**src/rtl/bus_tx_queue.sv**
```systemverilog
// ---------------------------------------------------------------------------
// bus_tx_queue
//
// Device-side transmit stage in front of a shared tri-state bus. Words from
// the local device are buffered in a small FIFO; while words are queued the
// block requests the bus, and it pops one word on every granted cycle. The
// head word is always presented on bus_data for the tri-state driver.
//
// Optional feature macro: BUS_TX_BURST_LIMIT_EN
//   defined   : after MAX_BURST consecutive pops the queue drops req for one
//               cycle (YIELD) so the other device can win arbitration.
//   undefined : req is held until the FIFO drains or grant is removed;
//               MAX_BURST has no effect.
//
// Ports
//   clk       rising-edge clock
//   rst       asynchronous active-low reset
//   wr_data   word from the local device
//   wr_en     push wr_data this cycle
//   full      FIFO holds DEPTH words
//   empty     FIFO holds no words
//   count     current occupancy
//   overflow  sticky flag: a push was dropped because the FIFO was full
//   req       registered bus request to the arbiter
//   grant     grant from the arbiter for this device
//   bus_data  head word (zero when empty)
//   sent      one-cycle pulse in the cycle after each pop
// ---------------------------------------------------------------------------
module bus_tx_queue #(
    parameter int N         = 8,
    parameter int DEPTH     = 4,
    parameter int MAX_BURST = 4
) (
    input  logic                       clk,
    input  logic                       rst,
    input  logic [N-1:0]               wr_data,
    input  logic                       wr_en,
    output logic                       full,
    output logic                       empty,
    output logic [$clog2(DEPTH+1)-1:0] count,
    output logic                       overflow,
    output logic                       req,
    input  logic                       grant,
    output logic [N-1:0]               bus_data,
    output logic                       sent
);

    localparam int AW = (DEPTH > 1) ? $clog2(DEPTH) : 1;
    localparam int CW = $clog2(DEPTH + 1);

    // Elaboration-time parameter sanity check.
    if (DEPTH < 2 || (DEPTH & (DEPTH - 1)) != 0 || MAX_BURST < 1) begin : g_bad_params
        $error("bus_tx_queue: DEPTH must be a power of 2 >= 2 and MAX_BURST >= 1");
    end

`ifdef BUS_TX_BURST_LIMIT_EN
    localparam int BW = (MAX_BURST > 1) ? $clog2(MAX_BURST + 1) : 1;
    typedef enum logic [1:0] {IDLE, REQ, XFER, YIELD} state_t;
`else
    typedef enum logic [1:0] {IDLE, REQ, XFER} state_t;
`endif

    logic [N-1:0]  mem [DEPTH];
    logic [AW-1:0] wr_ptr_reg;
    logic [AW-1:0] rd_ptr_reg;
    logic [CW-1:0] count_reg;
    logic [CW-1:0] count_next;
    logic          overflow_reg;
    logic          sent_reg;
    logic          req_reg;
    state_t        state_reg;
`ifdef BUS_TX_BURST_LIMIT_EN
    logic [BW-1:0] burst_cnt_reg;
`endif

    logic push;
    logic pop;

    assign full     = (count_reg == CW'(DEPTH));
    assign empty    = (count_reg == '0);
    assign count    = count_reg;
    assign overflow = overflow_reg;
    assign req      = req_reg;
    assign sent     = sent_reg;
    assign bus_data = empty ? '0 : mem[rd_ptr_reg];

    // Grants are honoured only while we are actually requesting.
    assign pop  = ((state_reg == REQ) || (state_reg == XFER)) && grant && !empty;
    // A full FIFO still accepts a word if the head leaves on the same edge.
    assign push = wr_en && (!full || pop);

    always_comb begin
        count_next = count_reg;
        if (push && !pop) begin
            count_next = count_reg + CW'(1);
        end else if (!push && pop) begin
            count_next = count_reg - CW'(1);
        end
    end

    // Storage carries no reset: an empty FIFO masks bus_data, so stale
    // contents are never visible.
    always_ff @(posedge clk) begin
        if (push) begin
            mem[wr_ptr_reg] <= wr_data;
        end
    end

    // Pointers, occupancy and status flags. Pointers wrap naturally since
    // DEPTH is a power of two.
    always_ff @(posedge clk or negedge rst) begin
        if (!rst) begin
            wr_ptr_reg   <= '0;
            rd_ptr_reg   <= '0;
            count_reg    <= '0;
            overflow_reg <= 1'b0;
            sent_reg     <= 1'b0;
        end else begin
            if (push) begin
                wr_ptr_reg <= wr_ptr_reg + AW'(1);
            end
            if (pop) begin
                rd_ptr_reg <= rd_ptr_reg + AW'(1);
            end
            if (wr_en && !push) begin
                overflow_reg <= 1'b1;
            end
            count_reg <= count_next;
            sent_reg  <= pop;
        end
    end

    // Request state machine; req is registered alongside the state so that
    // it is 1 exactly in REQ and XFER.
    always_ff @(posedge clk or negedge rst) begin
        if (!rst) begin
            state_reg     <= IDLE;
            req_reg       <= 1'b0;
`ifdef BUS_TX_BURST_LIMIT_EN
            burst_cnt_reg <= '0;
`endif
        end else begin
            case (state_reg)
                IDLE: begin
                    // Uses the registered count, giving two edges from push to req.
                    if (count_reg != '0) begin
                        state_reg <= REQ;
                        req_reg   <= 1'b1;
                    end
                end
                REQ: begin
                    if (empty) begin
                        state_reg <= IDLE;
                        req_reg   <= 1'b0;
                    end else if (grant) begin
                        if (count_next == '0) begin
                            state_reg <= IDLE;
                            req_reg   <= 1'b0;
`ifdef BUS_TX_BURST_LIMIT_EN
                            burst_cnt_reg <= '0;
                        end else if (BW'(MAX_BURST) == BW'(1)) begin
                            state_reg     <= YIELD;
                            req_reg       <= 1'b0;
                            burst_cnt_reg <= BW'(1);
`endif
                        end else begin
                            state_reg <= XFER;
                            req_reg   <= 1'b1;
`ifdef BUS_TX_BURST_LIMIT_EN
                            burst_cnt_reg <= BW'(1);
`endif
                        end
                    end
                end
                XFER: begin
                    if (empty) begin
                        state_reg <= IDLE;
                        req_reg   <= 1'b0;
`ifdef BUS_TX_BURST_LIMIT_EN
                        burst_cnt_reg <= '0;
`endif
                    end else if (grant) begin
                        // Draining takes priority over yielding.
                        if (count_next == '0) begin
                            state_reg <= IDLE;
                            req_reg   <= 1'b0;
`ifdef BUS_TX_BURST_LIMIT_EN
                            burst_cnt_reg <= '0;
                        end else if (burst_cnt_reg + BW'(1) == BW'(MAX_BURST)) begin
                            state_reg     <= YIELD;
                            req_reg       <= 1'b0;
                            burst_cnt_reg <= burst_cnt_reg + BW'(1);
                        end else begin
                            burst_cnt_reg <= burst_cnt_reg + BW'(1);
`endif
                        end
                    end else begin
                        // Pre-empted: keep requesting, new tenure starts fresh.
                        state_reg <= REQ;
                        req_reg   <= 1'b1;
`ifdef BUS_TX_BURST_LIMIT_EN
                        burst_cnt_reg <= '0;
`endif
                    end
                end
`ifdef BUS_TX_BURST_LIMIT_EN
                YIELD: begin
                    burst_cnt_reg <= '0;
                    if (count_next != '0) begin
                        state_reg <= REQ;
                        req_reg   <= 1'b1;
                    end else begin
                        state_reg <= IDLE;
                        req_reg   <= 1'b0;
                    end
                end
`endif
                default: begin
                    state_reg <= IDLE;
                    req_reg   <= 1'b0;
                end
            endcase
        end
    end

endmodule

```
**config.mk**
```make
export PLATFORM = sky130hd
export DESIGN_NAME = bus_tx_queue
export DESIGN_NICKNAME = d
export VERILOG_FILES = /design/src/rtl/bus_tx_queue.sv
export SDC_FILE = /design/constraint.sdc
export NUM_CORES = 1
export LEC_CHECK = 0
export CORE_ASPECT_RATIO = 0.7
export CORE_UTILIZATION = 50
export CTS_CLUSTER_DIAMETER = 150
export DETAILED_ROUTE_END_ITERATION = 8
export PLACE_DENSITY = 0.74
export RECOVER_POWER = 25
export SLEW_MARGIN = 20
export SYNTH_ARGS = -nofsm -noshare
export SYNTH_HDL_FRONTEND = slang
export SYNTH_SLANG_ARGS = --single-unit
```
**constraint.sdc**
```tcl
create_clock -name clk -period 4.5 [get_ports clk]
set_input_delay 0.9 -clock clk [delete_from_list [all_inputs] [get_ports clk]]
set_output_delay 0.9 -clock clk [all_outputs]
set_load 0.1 [all_outputs]
```
Word-level counts from Yosys, hierarchy flattened
Memories as Yosys holds them, arrays and structs flattened.
Index checks and enable logic that the tools add are counted.
{"block": "word_totals", "ff_bits": 12, "latch_bits": 0, "ramBits": 32, "mem_bits_ro": 0, "input_bits": 12, "out_inout_bits": 16, "elab_cells": 56, "n_memories": 1}
{"block": "classes", "n_addsub": 4, "mul": 0, "div": 0, "order_cmp": 0, "n_eq_ne": 6, "shift": 0, "mux": 21, "n_bitwise": 0, "n_reduce_logical": 17}
{"memory": "mem", "words": 4, "width": 8, "rd": 1, "rd_clocked_by_memory_dff": 0, "write_ports": 1, "line_no": "63", "text": "logic [N-1:0] mem [DEPTH];"}
{"cell": "$mux 2", "n": 7}
{"cell": "$mux 1", "n": 9}
{"cell": "$mux 8", "n": 1}
{"cell": "$logic_and 1x1->1", "n": 6}
{"cell": "$logic_not 3->1", "n": 2}
{"cell": "$mux 3", "n": 2}
{"cell": "$pmux 2 s3", "n": 1}
{"cell": "$add 2x1->2 const B", "n": 2}
{"cell": "$logic_not 1->1", "n": 4}
{"cell": "$ne 4x3->1 const B", "n": 1}
{"cell": "$add 3x1->3 const B", "n": 1}
{"cell": "$eq 3x3->1 const B", "n": 1}
{"cell": "$ne 3x3->1 const B", "n": 1}
{"cell": "$pmux 1 s3", "n": 1}
{"cell": "$reduce_and 3->1", "n": 1}
{"cell": "$reduce_bool 3->1", "n": 1}
{"cell": "$sub 3x1->3 const B", "n": 1}
{"cell": "$eq 2x1->1 const B", "n": 1}
{"cell": "$eq 2x2->1 const B", "n": 1}
{"cell": "$logic_not 2->1", "n": 1}
{"cell": "$logic_or 1x1->1", "n": 2}
{"cell": "$ne 2x2->1 const B", "n": 1}

Depth between registers and ports, before layout
{"block": "depth", "word_depth": 15, "depth_mapped": 9, "ltp_nobuf": 8}

Worst setup path after synthesis
No wires, ideal clock.
{"block": "synth_path", "kind": "flip-flop to output port", "from": "register count_reg[0], in the netlist count[0]", "to": "output port bus_data[0]", "arrival_ps": 3888, "t_required_ps": 3600, "slack_ps": -288, "path_stages_with_launch": 7, "n_path_buf": 2, "path_cell_list": "dfrtp_1 -> inv_1 -> ha_1 -> nor2b_1 -> buf_2 -> clkbuf_1 -> nor2b_1"}
{"block": "synth_between", "elab_chain_cells": 2}
{"element": "from (decl)", "line_no": "66", "text": "logic [CW-1:0] count_reg;"}
{"element": "from (signal assigned)", "line_no": "128", "text": "count_reg <= count_next;"}
{"element": "$logic_not 3->1", "line_no": "80", "text": "assign empty = (count_reg == '0);"}
{"element": "named net empty", "line_no": "39", "text": "output logic empty,"}
{"element": "$mux 8", "line_no": "85", "text": "assign bus_data = empty ? '0 : mem[rd_ptr_reg];"}
{"element": "to (decl)", "line_no": "44", "text": "output logic [N-1:0] bus_data,"}
The timed path passes the listed nets, and every way through them passes these cells.

Worst setup path in the final report
{"block": "layout_path", "from": "register count_reg[0], in the netlist count[0]", "to": "output port full"}
{"block": "layout_between", "elab_chain_cells": 1}
{"element": "$eq 3x3->1", "line_no": "79", "text": "assign full = (count_reg == CW'(DEPTH));"}
{"element": "to (decl)", "line_no": "38", "text": "output logic full,"}
Every way passes these cells.

==> flow_metrics.env <==
export IMPL_status="complete, no violations"
export IMPL_ant_nets=0
export IMPL_fmaxAchievable_mhz=308.1
export IMPL_synth_avg_cell_area_um2=14.85
export IMPL_grt_pass1_wl_um=5927
export IMPL_maxCapViolCount=0
export IMPL_end_kind="output pin"
export IMPL_synth_compound_area_share_pct=7.749
export IMPL_fin_crit_ns=3.246
export IMPL_cts_max_path_buffers=2
export IMPL_clkSlewWorstSetupHoldPaths_ns=0.08
export IMPL_fin_nets=190
export IMPL_hold_viol=0
export IMPL_synth_top_family_by_area="multiplexers"
export IMPL_critPathBufInv=2
export IMPL_largest_reg_flops=32
export IMPL_crit_family="buffers and inverters"
export IMPL_hp_class="reg2reg"
export IMPL_core_um2=3694
export IMPL_dr_wl_met2_um=1840
export IMPL_finClkSkew_ns=0.008556
export IMPL_portBuffers=27
export IMPL_die_x_um=78.24
export IMPL_yosysMostFrequentCell="edfxtp_1"
export IMPL_worstPathMaxFanout=7
export IMPL_dp_hpwl_um=2626
export IMPL_synth_common_cells="edfxtp_1, dfrtp_1, ha_1, inv_1, nor2b_1"
export IMPL_crit_required_ns=3.60
export IMPL_rows=18
export IMPL_cp_arrival_ns=2.35
export IMPL_synth_mux_area_share_pct=9.594
export IMPL_yosys_area_top_type_share_pct=47.23
export IMPL_slew_violations=0
export IMPL_synthAdderAreaFrac_pct=6.765
export IMPL_netlist_area_um2=2034
export IMPL_h_tree_depth=2
export IMPL_slew_headroom_pct=34.99
export IMPL_synth_ff_latch_count=44
export IMPL_ctsResizeCount=0
export IMPL_met3_length_um=157
export IMPL_max_stage_delay_ns=1.14
export IMPL_synth_top_cell_by_area="edfxtp_1"
export IMPL_top_layer="met4"
export IMPL_cts_tree="yes"
export IMPL_diodes=0
export IMPL_grt_antenna_before_repair=0
export IMPL_yosys_warnings=0
export IMPL_synth_cell_type_count=35
export IMPL_synthToLayoutAreaGrowth_pct=18.82
export IMPL_gp_congestion=0.8436
export IMPL_insertion_delay_ns=0.30
export IMPL_cts_setup_buffers=0
export IMPL_synth_area_leaders="edfxtp_1, dfrtp_1, mux4_2"
export IMPL_synth_xor_area_share_pct=1.722
export IMPL_post_drt_wl_per_cell_um=16.61
export IMPL_crit_slowest_cell="clkdlybuf4s50_1"
export IMPL_crit_type="reg2out"
export IMPL_cts_buffers=5
export IMPL_grtUsageTotal_pct=18.78
export IMPL_clock_sinks=44
export IMPL_synthCells=137
export IMPL_drt_wl_total_um=3621
export IMPL_gr_total_overflow=0
export IMPL_yosys_most_used_dff="edfxtp_1"
export IMPL_route_detailed_drc=0
export IMPL_seq_area_frac_synth_pct=61.99
export IMPL_synth_edf_count=32
export IMPL_drt_iter0_markers=42
export IMPL_vias=1219
export IMPL_wl_met1_um=1592
export IMPL_ys_async_sr_fraction_pct=27.27
export IMPL_die_h_um=55.37
export IMPL_rsz0062_at_grt="no"
export IMPL_grt_pass1_vias=1201
export IMPL_timing_final_crit_share_pct=72.12
export IMPL_synth_simple_area_share_pct=9.287
export IMPL_dieArea_um2=4332
export IMPL_holdWs_ns=0.4691
export IMPL_drive_above_1_share_pct=18.45
export IMPL_path_cells="inv_1, ha_1, and2_1, clkdlybuf4s50_1"
export IMPL_synth_nets=160
export IMPL_cts_root_buf="clkbuf_8"
export IMPL_start_util_pct=55.08
export IMPL_tightest_slew_ns=0.9722
export IMPL_cts_hold_buf=0
export IMPL_start_kind="flip-flop"
export IMPL_io_pins=28
export IMPL_grt_max_degree=22
export IMPL_routed_via_density=5.592
export IMPL_firstDrtPassIters=4
export IMPL_setup_viol=0
area by class of cell:
cell class,instances,area [um2]
Tap cell,50,62.56
Sequential cell,44,1261
Clock inverter,3,13.76
Fill cell,282,1276
Inverter,9,33.78
Multi-Input combinational cell,78,714.4
Clock buffer,5,68.82
Timing Repair Buffer,29,262.8
worst paths after layout:
kind                            slack [ns]     start  depth (start not counted)            end
worst min-delay path                  0.47  overflow                          1       overflow
max in group asynchronous             3.18       rst                          1  rd_ptr_reg[0]
worst min register to register        0.47  overflow                          1       overflow
worst max-delay path                  1.25  count[0]                          4           full
worst max register to register        1.71  count[0]                          9   state_reg[0]
min in group asynchronous             0.95       rst                          1       count[1]
cell families after synthesis:
kind of cell / Yosys count
mux: 9
fa+ha+maj: 11
compound gates: 21
simple gates: 33
xor+xnor: 4
flops: 44
buf+inv: 15
layout by cell type (no fill, tap or decap), types with 2 or more instances in the layout:
master	netlist	final
nor2_1	4	4
dfrtp_1	12	12
clkbuf_8	0	5
xnor2_1	4	4
nor3_1	2	2
dlygate4sd3_1	0	7
mux4_2	8	8
and2_1	6	6
buf_4	0	11
clkdlybuf4s50_1	0	11
ha_1	11	11
nor2b_1	9	9
clkinv_2	0	2
nand2_1	5	5
a21oi_1	6	6
inv_1	9	9
edfxtp_1	32	32
o21ai_0	3	3
metal layers:
metal	track usage [%]	up-vias
li1	-	564
met1	24.10	624
met2	30.08	28
met3	6.281	3
met4	6.349	0
met5	0	-
stage by stage:
stage	setup slack [ns]	instance area, um2	TNS [ns]	cells	utilization, %
after global routing	1.153	2417	0	218	65.45
after detailed placement	1.253	2335	0	210	63.21
after global placement	1.364	2335	0	210	63.21
final	1.254	2417	0	218	65.45
after CTS	1.248	2417	0	218	65.45
after floorplan	-0.2876	2034	-2.301	137	-
worst register-to-register path: stages, from the launching register on:
cell	delay [ns]
dfrtp_1	0.48
inv_1	0.10
ha_1	0.21
nor2b_1	0.12
buf_4	0.20
or2_0	0.35
a2111oi_1	0.45
o2bb2a_4	0.20
o31a_1	0.23
mux2_4	0.32
Power is left out: the tool's default activity adds up to more than one toggle a clock period on the data nets, which glitch-free logic cannot reach.
